### src/rtl/dmem_write_buffer.sv
// Posted-store FIFO between the core data port and dmem, with load forwarding.
// Optional store coalescing into the youngest entry when WB_COALESCE_EN is defined.
module dmem_write_buffer #(
    parameter int DEPTH = 4,
    parameter int AW    = 32,
    parameter int DW    = 32
) (
    input  logic                     clk,
    input  logic                     reset,
    input  logic                     memwrite,
    input  logic [AW-1:0]            dataadr,
    input  logic [DW-1:0]            writedata,
    output logic                     stall,
    output logic                     fwd_hit,
    output logic [DW-1:0]            fwd_data,
    output logic                     mem_we,
    output logic [AW-1:0]            mem_addr,
    output logic [DW-1:0]            mem_wdata,
    input  logic                     mem_ready,
    output logic [$clog2(DEPTH):0]   count,
    output logic                     empty
);

    localparam int PW = $clog2(DEPTH);
    localparam int CW = PW + 1;

    logic [PW-1:0]    r_head;
    logic [PW-1:0]    r_tail;
    logic [CW-1:0]    r_count;
    logic [CW-1:0]    w_count_next;

    logic             w_full;
    logic             w_empty;
    logic             w_push;
    logic             w_pop;
    logic             w_coal;
    logic [DEPTH-1:0] w_coal_we;

    logic [DEPTH-1:0] w_valid;
    logic [DEPTH-1:0] w_match;
    logic [AW-1:0]    w_addr [DEPTH];
    logic [DW-1:0]    w_data [DEPTH];

    assign w_empty = (r_count == '0);
    assign w_full  = (r_count == CW'(DEPTH));

    assign mem_we    = !w_empty;
    assign mem_addr  = w_addr[r_head];
    assign mem_wdata = w_data[r_head];
    assign count     = r_count;
    assign empty     = w_empty;

    assign w_pop  = mem_we && mem_ready;
    assign stall  = memwrite && w_full && !w_coal;
    assign w_push = memwrite && !stall && !w_coal;

`ifdef WB_COALESCE_EN
    logic [PW-1:0] w_tail_m1;
    assign w_tail_m1 = r_tail - PW'(1);
    // A youngest entry that is leaving this cycle cannot absorb the store.
    assign w_coal = memwrite && !w_empty
                 && (w_addr[w_tail_m1][AW-1:2] == dataadr[AW-1:2])
                 && !(w_pop && (w_tail_m1 == r_head));
    always_comb begin
        w_coal_we = '0;
        if (w_coal) begin
            w_coal_we[w_tail_m1] = 1'b1;
        end
    end
`else
    assign w_coal    = 1'b0;
    assign w_coal_we = '0;
`endif

    generate
        for (genvar gi = 0; gi < DEPTH; gi++) begin : g_entry
            logic          r_valid;
            logic [AW-1:0] r_addr;
            logic [DW-1:0] r_data;
            logic          w_alloc;
            logic          w_free;

            assign w_alloc = w_push && (r_tail == PW'(gi));
            assign w_free  = w_pop  && (r_head == PW'(gi));

            always_ff @(posedge clk) begin
                if (reset) begin
                    r_valid <= 1'b0;
                end else if (w_alloc) begin
                    r_valid <= 1'b1;
                end else if (w_free) begin
                    r_valid <= 1'b0;
                end
            end

            always_ff @(posedge clk) begin
                if (w_alloc) begin
                    r_addr <= dataadr;
                    r_data <= writedata;
                end else if (w_coal_we[gi]) begin
                    r_data <= writedata;
                end
            end

            assign w_valid[gi] = r_valid;
            assign w_addr[gi]  = r_addr;
            assign w_data[gi]  = r_data;
            assign w_match[gi] = r_valid && (r_addr[AW-1:2] == dataadr[AW-1:2]);
        end
    endgenerate

    // Walk oldest to youngest so the entry nearest the tail wins.
    always_comb begin
        logic [PW-1:0] w_fwd_idx;
        w_fwd_idx = '0;
        fwd_hit   = 1'b0;
        fwd_data  = '0;
        if (!memwrite) begin
            for (int i = 0; i < DEPTH; i++) begin
                w_fwd_idx = r_head + PW'(i);
                if (w_match[w_fwd_idx]) begin
                    fwd_hit  = 1'b1;
                    fwd_data = w_data[w_fwd_idx];
                end
            end
        end
    end

    always_comb begin
        w_count_next = r_count;
        case ({w_push, w_pop})
            2'b10:   w_count_next = r_count + CW'(1);
            2'b01:   w_count_next = r_count - CW'(1);
            default: w_count_next = r_count;
        endcase
    end

    always_ff @(posedge clk) begin
        if (reset) begin
            r_head  <= '0;
            r_tail  <= '0;
            r_count <= '0;
        end else begin
            if (w_push) begin
                r_tail <= r_tail + PW'(1);
            end
            if (w_pop) begin
                r_head <= r_head + PW'(1);
            end
            r_count <= w_count_next;
        end
    end

endmodule

### config.mk
export PLATFORM = sky130hd
export DESIGN_NAME = dmem_write_buffer
export DESIGN_NICKNAME = d
export VERILOG_FILES = /design/src/rtl/dmem_write_buffer.sv
export SDC_FILE = /design/constraint.sdc
export NUM_CORES = 1
export LEC_CHECK = 0
export CAP_MARGIN = 25
export CORE_AREA = 2 2 210 212
export DETAILED_ROUTE_END_ITERATION = 7
export DIE_AREA = 0 0 212 214
export GPL_ROUTABILITY_DRIVEN = 0
export PLACE_DENSITY = 0.61
export SLEW_MARGIN = 20
export SYNTH_ARGS = -nofsm -noshare
export SYNTH_HDL_FRONTEND = slang
export SYNTH_SLANG_ARGS = --single-unit
export TNS_END_PERCENT = 100
### constraint.sdc
create_clock -name clk -period 4.44 [get_ports clk]
set_clock_uncertainty 0.2 [all_clocks]
set_input_delay 0.888 -clock clk [delete_from_list [all_inputs] [get_ports clk]]
set_output_delay 0.888 -clock clk [all_outputs]
set_load 0.01 [all_outputs]
==> impl_metrics.json <==
{
  "power_density_normalized_to_cell_area_nw_per_um2": 475.5,
  "synthSimpleGateAreaFrac": 0.07973,
  "initial_core_util": 0.3396,
  "stage_delay_of_the_slowest_cell_on_the_critical_path_ns": 0.59,
  "design.core.area_um2": 42890,
  "gr-total-overflow": 0,
  "worst_hold_path.num_cells": 2,
  "finalCritPeriodShare": 1.088,
  "final.fill_count": 3774,
  "post_synth_instance_area_um2": 14560,
  "drtAntennaViolNets": 0,
  "timing.critical_path.cells": "buf_2 -> xnor2_1 -> nand4_1 -> or4_4 -> or2_1 -> mux4_2 -> buf_6 -> buf_16 -> nand2_4 -> a21oi_2 -> o31a_1 -> buf_2",
  "fin_nets": 1415,
  "timing.critical_path.from_type": "input port",
  "placement.setup.worst_slack_ns": -1.179,
  "hold_start": "g_entry[2].r_valid",
  "synth_seq_cells": 267,
  "ff2ff_path_depth": 8,
  "synth_enable_flop_cells": 256,
  "worst_ep_required_time_ns": 3.35,
  "post-route-drc-count": 0,
  "slew_headroom": 0.3426,
  "yosys.area_share.xor_xnor": 0.07457,
  "final_period_minus_worst_setup_slack_ns": 4.829,
  "tightestPinTransition_ns": 0.9862,
  "grt_antenna_before_repair": 3,
  "critPathBufInv": 4,
  "r2r-start": "count[0]",
  "synth.top_cells.by_area": "sky130_fd_sc_hd__edfxtp_1 53%, sky130_fd_sc_hd__mux4_2 15%, sky130_fd_sc_hd__xnor2_1 3.7%",
  "die-area_um2": 45370,
  "drt-initial-drc-count": 781,
  "firstDrtPassIters": 5,
  "post_syn_nets": 1148,
  "compound_cell_area_share_of_the_yosys_netlist": 0.06864,
  "failing_checks": "setup timing",
  "postLayoutCoreUtil": 0.4661,
  "post-route-worst-setup-slack_ns": -0.3894,
  "crit_path_frequent_cell": "sky130_fd_sc_hd__buf_2",
  "io_buffers": 170,
  "async_reset_ff_frac": 0,
  "grt_pass1_wl_um": 62700,
  "largest_net_degree_at_the_start_of_global_routing": 157,
  "path_depth": 12,
  "maxCapViolCount": 0,
  "hold_end": "g_entry[2].r_valid",
  "worst_hold_slack_ns": 0.2993,
  "worstReg2RegEnd": "count[2]",
  "yosys.area.top_type_share": 0.5278,
  "most_area_hungry_cell_type_in_the_yosys_netlist": "sky130_fd_sc_hd__edfxtp_1",
  "status": "complete, but fails checks",
  "cts_hold_repair.buffers": 0,
  "floorplan.rows": 76,
  "crit_path_end_kind": "primary output",
  "placed_cell_area_um2": 17580,
  "ir_drop_uv": 396.1,
  "fin_tns_setup_ns": -10.15,
  "tritoncts.num_buffers": 31,
  "cts_tree": "done",
  "synth_top_family_by_area": "multiplexers",
  "synthesis.yosys.warnings": 0,
  "setup_repair_after_global_routing_missed_its_margin": "true",
  "synth-adder-area-share": 0.009107,
  "worst-setup-path-type": "in -> out",
  "maximum_fanout_along_the_worst_path": 8,
  "chipHeight_um": 214,
  "rrSetupSlack_ns": 1.93,
  "fin_total_pwr_mw": 9.506,
  "synthFlopType": "sky130_fd_sc_hd__edfxtp_1",
  "dp.final_hpwl_um": 25760,
  "synth_seq_area_share": 0.5430,
  "layoutNonFillerInstCount": 1947,
  "via_per_inst": 5.177,
  "via_count": 10079,
  "drive_above_1_share": 0.3880,
  "io-pin-count": 171,
  "htree_num_levels": 1,
  "power.leakage_nw": 6.599,
  "avgSynthCellArea_um2": 13.61,
  "cp.arrival_ns": 3.74,
  "clock_sinks": 267,
  "synthMuxAreaShare": 0.1995,
  "syn_inst": 1070,
  "routed_wire_length_per_instance_um": 21.53,
  "cts.reportedPaths.clkPinSlew_ns": 0.06,
  "final_cell_area_um2": 19990,
  "clock-root-buffer": "sky130_fd_sc_hd__clkbuf_16",
  "netlist-cell-type-count": 36,
  "finalSetupViolCount": 33,
  "routed_wl_um": 41910,
  "worstHoldPathType": "reg -> reg",
  "grt_use_total": 0.1806,
  "timing_max_transition_violations_final": 0,
  "critical_path.top_delay_family": "simple AND/OR/NAND/NOR gates",
  "highest_delay_cell_along_the_critical_path": "sky130_fd_sc_hd__mux4_2",
  "clock_insertion_delay_worst_skew_ns": 0.56,
  "post-place-cells": 1846,
  "cts_buffer_depth": 3,
  "die_w_um": 212,
  "areaGrowthSynthToFinish_pct": 37.26,
  "vias_in_the_first_global_route": 10331,
  "fmaxAchievable_ghz": 0.2071,
  "count_of_endpoints_failing_hold_in_the_final_timing_report": 0
}
[cell type report]
class	instances	area, µm²	area share
sequential	267	7915	0.3959
multi-input combinational	720	7360	0.3682
timing repair buffer	308	3022	0.1512
clock buffer	46	842.1	0.04212
tap	585	732.0	0.03662
clock inverter	11	83.83	0.004194
inverter	9	33.78	0.001690
antenna	1	2.502	0.0001252
[registers in the layout, indices dropped and copies added (netlist names)]
name and count:
count 3, r_tail 2, r_head 2, g_entry.r_data 128, g_entry.r_valid 4, g_entry.r_addr 128
[synthesized netlist by cell type, types with 2 or more instances]
master	n
sky130_fd_sc_hd__buf_2	12
sky130_fd_sc_hd__o22ai_1	2
sky130_fd_sc_hd__xor2_1	62
sky130_fd_sc_hd__dfxtp_1	11
sky130_fd_sc_hd__xnor2_1	62
sky130_fd_sc_hd__clkbuf_1	44
sky130_fd_sc_hd__nor2b_1	31
sky130_fd_sc_hd__or3_1	2
sky130_fd_sc_hd__edfxtp_1	256
sky130_fd_sc_hd__nor4_1	14
sky130_fd_sc_hd__a21oi_1	72
sky130_fd_sc_hd__nor2_1	17
sky130_fd_sc_hd__nand4_1	20
sky130_fd_sc_hd__o31a_1	31
sky130_fd_sc_hd__and2_1	5
sky130_fd_sc_hd__o21ai_0	65
sky130_fd_sc_hd__inv_1	9
sky130_fd_sc_hd__or4_1	4
sky130_fd_sc_hd__nor3_1	10
sky130_fd_sc_hd__or2_1	4
sky130_fd_sc_hd__mux2i_1	36
sky130_fd_sc_hd__buf_1	12
sky130_fd_sc_hd__mux4_2	95
sky130_fd_sc_hd__a211oi_1	2
sky130_fd_sc_hd__mux2_2	30
sky130_fd_sc_hd__ha_1	9
sky130_fd_sc_hd__buf_6	6
sky130_fd_sc_hd__mux2_1	6
sky130_fd_sc_hd__nand2_1	134
[worst max-delay path by stage]
| stage | start | to | slack [ns] |
|---|---|---|---|
| 6_report | dataadr[23] | fwd_data[21] | -0.39 |
| 5_1_grt | dataadr[12] | fwd_data[31] | -0.48 |
| 4_1_cts | dataadr[31] | fwd_data[13] | -0.31 |
| 3_5_place_dp | dataadr[5] | fwd_data[17] | -1.18 |
| 3_3_place_gp | dataadr[10] | fwd_data[0] | -1.13 |
| 2_1_floorplan | dataadr[6] | fwd_data[18] | 0.25 |
[power by group]
group	total, mW	switching [mW]	internal (mW)
logic	3.93	1.97	1.96
registers	3.23	0.166	3.06
clock network	2.35	0.992	1.36
[layer usage]
metal / GRT usage / wire length, µm / vias to the layer above
li1: - / - / 4628
met1: 0.2426 / 17690 / 5094
met2: 0.3057 / 20730 / 300
met3: 0.02610 / 2447 / 55
met4: 0.04742 / 1028 / 2
met5: 0 / 13 / -
[layout by cell type (no fill, tap or decap), types with 4 or more instances in the layout]
master / netlist / layout
sky130_fd_sc_hd__o21ai_0: 65 / 65
sky130_fd_sc_hd__or4_4: 1 / 5
sky130_fd_sc_hd__buf_8: 0 / 6
sky130_fd_sc_hd__nand2_2: 0 / 8
sky130_fd_sc_hd__buf_12: 0 / 17
sky130_fd_sc_hd__edfxtp_1: 256 / 256
sky130_fd_sc_hd__xnor2_2: 0 / 34
sky130_fd_sc_hd__nor2_1: 17 / 17
sky130_fd_sc_hd__dfxtp_1: 11 / 9
sky130_fd_sc_hd__nand2_4: 0 / 22
sky130_fd_sc_hd__nor3_1: 10 / 8
sky130_fd_sc_hd__o31a_1: 31 / 31
sky130_fd_sc_hd__buf_4: 0 / 96
sky130_fd_sc_hd__a21oi_1: 72 / 38
sky130_fd_sc_hd__xor2_1: 62 / 39
sky130_fd_sc_hd__xor2_2: 0 / 21
sky130_fd_sc_hd__nor4_2: 1 / 10
sky130_fd_sc_hd__buf_16: 0 / 6
sky130_fd_sc_hd__mux2_1: 6 / 6
sky130_fd_sc_hd__a21oi_2: 0 / 34
sky130_fd_sc_hd__mux2_2: 30 / 29
sky130_fd_sc_hd__clkbuf_1: 44 / 14
sky130_fd_sc_hd__clkinv_1: 0 / 4
sky130_fd_sc_hd__and2_4: 0 / 4
sky130_fd_sc_hd__nand4_1: 20 / 20
sky130_fd_sc_hd__clkdlybuf4s50_1: 0 / 106
sky130_fd_sc_hd__buf_2: 12 / 41
sky130_fd_sc_hd__buf_6: 6 / 30
sky130_fd_sc_hd__mux4_2: 95 / 95
sky130_fd_sc_hd__clkbuf_16: 0 / 34
sky130_fd_sc_hd__mux2i_1: 36 / 35
sky130_fd_sc_hd__inv_1: 9 / 9
sky130_fd_sc_hd__nand2_1: 134 / 104
sky130_fd_sc_hd__nor4_4: 0 / 5
sky130_fd_sc_hd__xnor2_1: 62 / 25
sky130_fd_sc_hd__ha_1: 9 / 8
sky130_fd_sc_hd__nor2b_1: 31 / 31
[worst min-delay path, cell delays in order, from the launching register on]
cell and delay (ns):
sky130_fd_sc_hd__dfxtp_1 0.33, sky130_fd_sc_hd__a21oi_1 0.06, sky130_fd_sc_hd__nor2_1 0.07
[logic make-up after synthesis]
logic type | after synthesis
buffers and inverters | 83
XOR/XNOR | 124
AND/OR/NAND/NOR | 245
AO/OA/AOI/OAI | 174
flip-flops | 267
multiplexers | 167
adder cells (fa/ha/maj) | 10
[repair_timing]
action / 4_1_cts / 5_1_grt
gates resized for setup: 456 / 73
cloned: 5 / 3
buffers inserted: 36 / 9
pin swaps: 90 / 28
setup endpoints to repair: 33 / 34
Note: power is estimated with default switching activity, not from simulation.
==> patch 1 (config.mk and constraints unchanged) <==
Change the parameter `AW` from 32 to 16.
--- a/src/rtl/dmem_write_buffer.sv
+++ b/src/rtl/dmem_write_buffer.sv
@@ -4,3 +4,3 @@
     parameter int DEPTH = 4,
-    parameter int AW    = 32,
+    parameter int AW    = 16,
     parameter int DW    = 32
Interface: changed (resized dataadr and mem_addr); port bits go from 171 to 139. The function was not compared with the original's and may differ.
==> patch 1 against the original RTL <==
- the run still ends with setup timing left
- via count shrank 18%
- non-clock buffer count shrank 59
- fmax grew 6.6%
- total power shrank 16%
- sequential share of layout area shrank 0.92 points
- design area shrank 22%
- worst hold slack gained 5.3 ps
- register-to-register slack lost 40 ps
- worst setup slack gained 300 ps
- wire length shrank 19%
- sequential cell count shrank 64
- area after synthesis shrank 22%
- critical endpoint is now fwd_data[28]
- largest cell class unchanged
- highest routed layer unchanged
==> patch 1: results (changes against the original RTL) <==
Place
  – Placed insts: 1569 (was 1846)
  – Worst setup slack after placement: -1092 ps (was -1179 ps)
  – Port bufs: 138 (was 170)

Final layout
  – Biggest regs: g_entry.r_data: 128 flops, g_entry.r_addr: 64 flops, g_entry.r_valid: 4 flops (was g_entry.r_addr: 128 flops, g_entry.r_data: 128 flops, g_entry.r_valid: 4 flops)
  – P&R area growth vs syn: 35.92% (was 37.26%)
  – Fill cells: 4129 (was 3774)
  – Antenna cell count: 0 (was 1)
  – Buffering overhead: 0.1537 (was 0.1512)

Synth
  – Syn Nets: 893 (was 1148)
  – Seq/Total Area, Yosys: 0.5250 (was 0.5430)
  – Compound-cell area share of the yosys netlist: 0.08438 (was 0.06864)
  – Mux contribution to synthesized area: 0.2232 (was 0.1995)

Power
  – P per Cell Area: 517.0 nW/um2 (was 475.5 nW/um2)
  – Pleak: 5.205 nW (was 6.599 nW)

Worst setup path
  – CP arrival: 3440 ps (was 3740 ps)
  – Critical Path Max Stage Delay: 540 ps (was 590 ps)

STA
  – Final worst slack: -91.47 ps (was -389.4 ps)
  – Final setup viols: 18 (was 33)

Global route
  – Initial antenna violation count: 1 (was 3)
  – Vias in the first global route: 8457 (was 10330)
  – First-pass GRT wire length: 50.98 mm (was 62.70 mm)

Min path
  – Hold Crit Start: g_entry[0].r_valid (was g_entry[2].r_valid)

Drt
  – Vias post-DR: 8248 (was 10080)

Outcome
  – Violated checks: setup timing (unchanged)
  – Status: complete, but fails checks (unchanged)
patch 1: metal layers:
metal / share of wire / GRT usage / vias up
li1: - / - / 3731
met2: 0.49 / 0.2497 / 260
met4: 0.015 / 0.02817 / 2
met1: 0.44 / 0.1950 / 4215
met3: 0.059 / 0.02316 / 40
met5: 0.00038 / 0 / -
patch 1: power by group through the flow:
stage	registers (mW)	logic [mW]	clock network, mW
detailed placement	2.48	3.73	0
global placement	2.47	3.69	0
finish	2.45	3.77	1.80
global route	2.47	4.06	1.92
CTS	2.45	3.75	1.85
floorplan	2.45	2.30	0
patch 1: what timing repair did:
item,CTS,global route
resized for setup,258,58
endpoints found under the setup margin,33,32
pin swaps,49,40
buffers inserted,24,2
gates cloned,2,2
patch 1: worst paths after layout:
path,endpoint,slack [ps],depth (start not counted)
max,fwd_data[28],-90,12
max reg2reg,count[2],1890,8
min reg2reg,g_entry[0].r_valid,300,2
min,g_entry[0].r_valid,300,2
==> patch 2 (config.mk and constraints unchanged) <==
Made on the original files. Reset style: asynchronous (`reset`), changed in 2 clocked blocks.
--- a/src/rtl/dmem_write_buffer.sv
+++ b/src/rtl/dmem_write_buffer.sv
@@ -85,3 +85,3 @@
 
-            always_ff @(posedge clk) begin
+            always_ff @(posedge clk or posedge reset) begin
                 if (reset) begin
@@ -137,3 +137,3 @@
 
-    always_ff @(posedge clk) begin
+    always_ff @(posedge clk or posedge reset) begin
         if (reset) begin
Formal check against the unedited RTL: differs if reset is asserted again (counterexample within 4 cycles, from zero or initial values and one cycle with reset high); with reset held inactive, the same outputs for 4 cycles.
==> patch 2 against the original RTL <==
- the run still ends with setup timing left
- first-iteration DRC count shrank 6.5%
- non-clock buffer count grew 43
- critical path depth grew 1
- wire length grew 4.3%
- design area grew 6.1%
- total power grew 24%
- utilization grew 2.8 points
- synthesized cell count shrank 16%
- clock power grew 4%
- sequential cell count is the same
- worst setup slack gained 290 ps
- combinational power grew 44%
- area after synthesis grew 3.6%
- critical path type unchanged
- largest cell class is now multi-input gates
- highest routed layer unchanged
==> patch 2: results (changes against the original RTL) <==
Synth
  – Yosys cell types: 42 (was 36)
  – Ys async rst share: 0.04120 (was 0)
  – Seq/Total Area, Yosys: 0.5275 (was 0.5430)
  – Area contributors post-synth: edfxtp_1 (51%), mux4_2 (24%), xor2_1 (3.6%) (was edfxtp_1 (53%), mux4_2 (15%), xnor2_1 (3.7%))
  – Most common library cells after synthesis: edfxtp_1 (256), mux4_2 (160), xor2_1 (62) (was edfxtp_1 (256), nand2_1 (134), mux4_2 (95))

Final layout
  – Fraction of area in multi-input gates: 0.3769 (was 0.3682)
  – Comb_multi_in: 553 (was 720)
  – Layout cell share with drive strength beyond 1: 0.5275 (was 0.3880)
  – Inverters: 10 (was 9)
  – Buffering overhead: 0.1648 (was 0.1512)
  – Antenna cell count: 0 (was 1)
  – Non-clk bufs: 351 (was 308)
  – Fill cells: 3583 (was 3774)
  – Nets@finish: 1292 (was 1415)
  – Seq/total area: 0.3758 (was 0.3959)
  – Layout clock area frac: 0.04625 (was 0.04632)
  – P&R area growth vs syn: 40.51% (was 37.26%)
  – Clkbuf count: 36 (was 46)

Place
  – Detailed Place HPWL: 27.82 mm (was 25.76 mm)
  – Worst setup slack after placement: -1174 ps (was -1179 ps)
  – Placed insts: 1705 (was 1846)
  – Dpl cell area: 18330 um2 (was 17580 um2)

STA
  – Setup TNS: -1350 ps (was -10150 ps)
  – Final setup viols: 26 (was 33)
  – Measured slew at the worst slew-check pin: 961.8 ps (was 986.2 ps)
  – Final worst slack: -97.21 ps (was -389.4 ps)

Power
  – Switching share of power: 0.3479 (was 0.3288)
  – P per Cell Area: 557.5 nW/um2 (was 475.5 nW/um2)
  – Pleak: 7.172 nW (was 6.599 nW)

Global route
  – Pin count of the biggest net entering global routing: 104 (was 157)
  – First-pass GRT wire length: 65.91 mm (was 62.70 mm)
  – Vias in the first global route: 10390 (was 10330)
  – GRT Resource Usage Total: 0.1920 (was 0.1806)

Drt
  – Initial drt markers: 730 (was 781)
  – Wire per inst: 23.98 um (was 21.53 um)
  – Vias per cell: 5.510 (was 5.177)

Outcome
  – Status: complete, but fails checks (unchanged)
  – Violated checks: setup timing (unchanged)

Worst setup path
  – Max FO, Critical Path: 6 (was 8)
  – CP arrival: 3450 ps (was 3740 ps)
patch 2: cell families (layout without fill, tap and decap cells):
group,Yosys count,in the layout,share of synthesized area
and+or+nand+nor,151,151,0.05777
xor gates and xnor gates,125,125,0.07352
adders and majority gates,10,10,0.008787
DFF,267,267,0.5275
buffers and inverters,79,418,0.02578
AOI/OAI and AO/OA,106,106,0.06723
muxes,161,161,0.2394
patch 2: power groups by stage:
stage	registers (mW)	clock network (mW)	logic (mW)
global route	3.78	2.61	6.04
finish	3.72	2.45	5.65
floorplan	3.65	0	3.44
detailed placement	3.73	0	5.40
global placement	3.70	0	5.40
CTS	3.71	2.51	5.64
patch 2: worst paths after layout:
check / from / end / slack, ps / cells past startpoint
min in group asynchronous: reset / g_entry[3].r_valid / 400 / 2
setup / recovery: dataadr[21] / fwd_data[29] / -100 / 13
max in group asynchronous: reset / r_head[1] / 3300 / 2
hold / removal: g_entry[3].r_valid / g_entry[3].r_valid / 290 / 1
setup reg to reg: count[0] / count[2] / 2140 / 8
hold reg to reg: g_entry[3].r_valid / g_entry[3].r_valid / 290 / 1
patch 2: metal layers:
metal | part of all wire | GRT usage
met1 | 0.41 | 0.2604
met4 | 0.016 | 0.04225
met5 | 0.0016 | 0
met2 | 0.50 | 0.3211
met3 | 0.065 | 0.03636
patch 2: what timing repair did:
item                                    CTS  global route
gates resized for setup                 400            88
gates cloned                             13             3
pin swaps                                59            67
endpoints found under the setup margin   33            33
buffers inserted                         48             8
patch 2: critical path, stage by stage:
cell,delay [ps]
clkdlybuf4s15_2,210
buf_6,150
xnor2_4,140
nand4_1,150
or4_4,540
buf_6,160
nor3_4,200
or4_4,220
buf_6,190
buf_6,140
a211oi_2,40
a211oi_2,240
buf_2,170
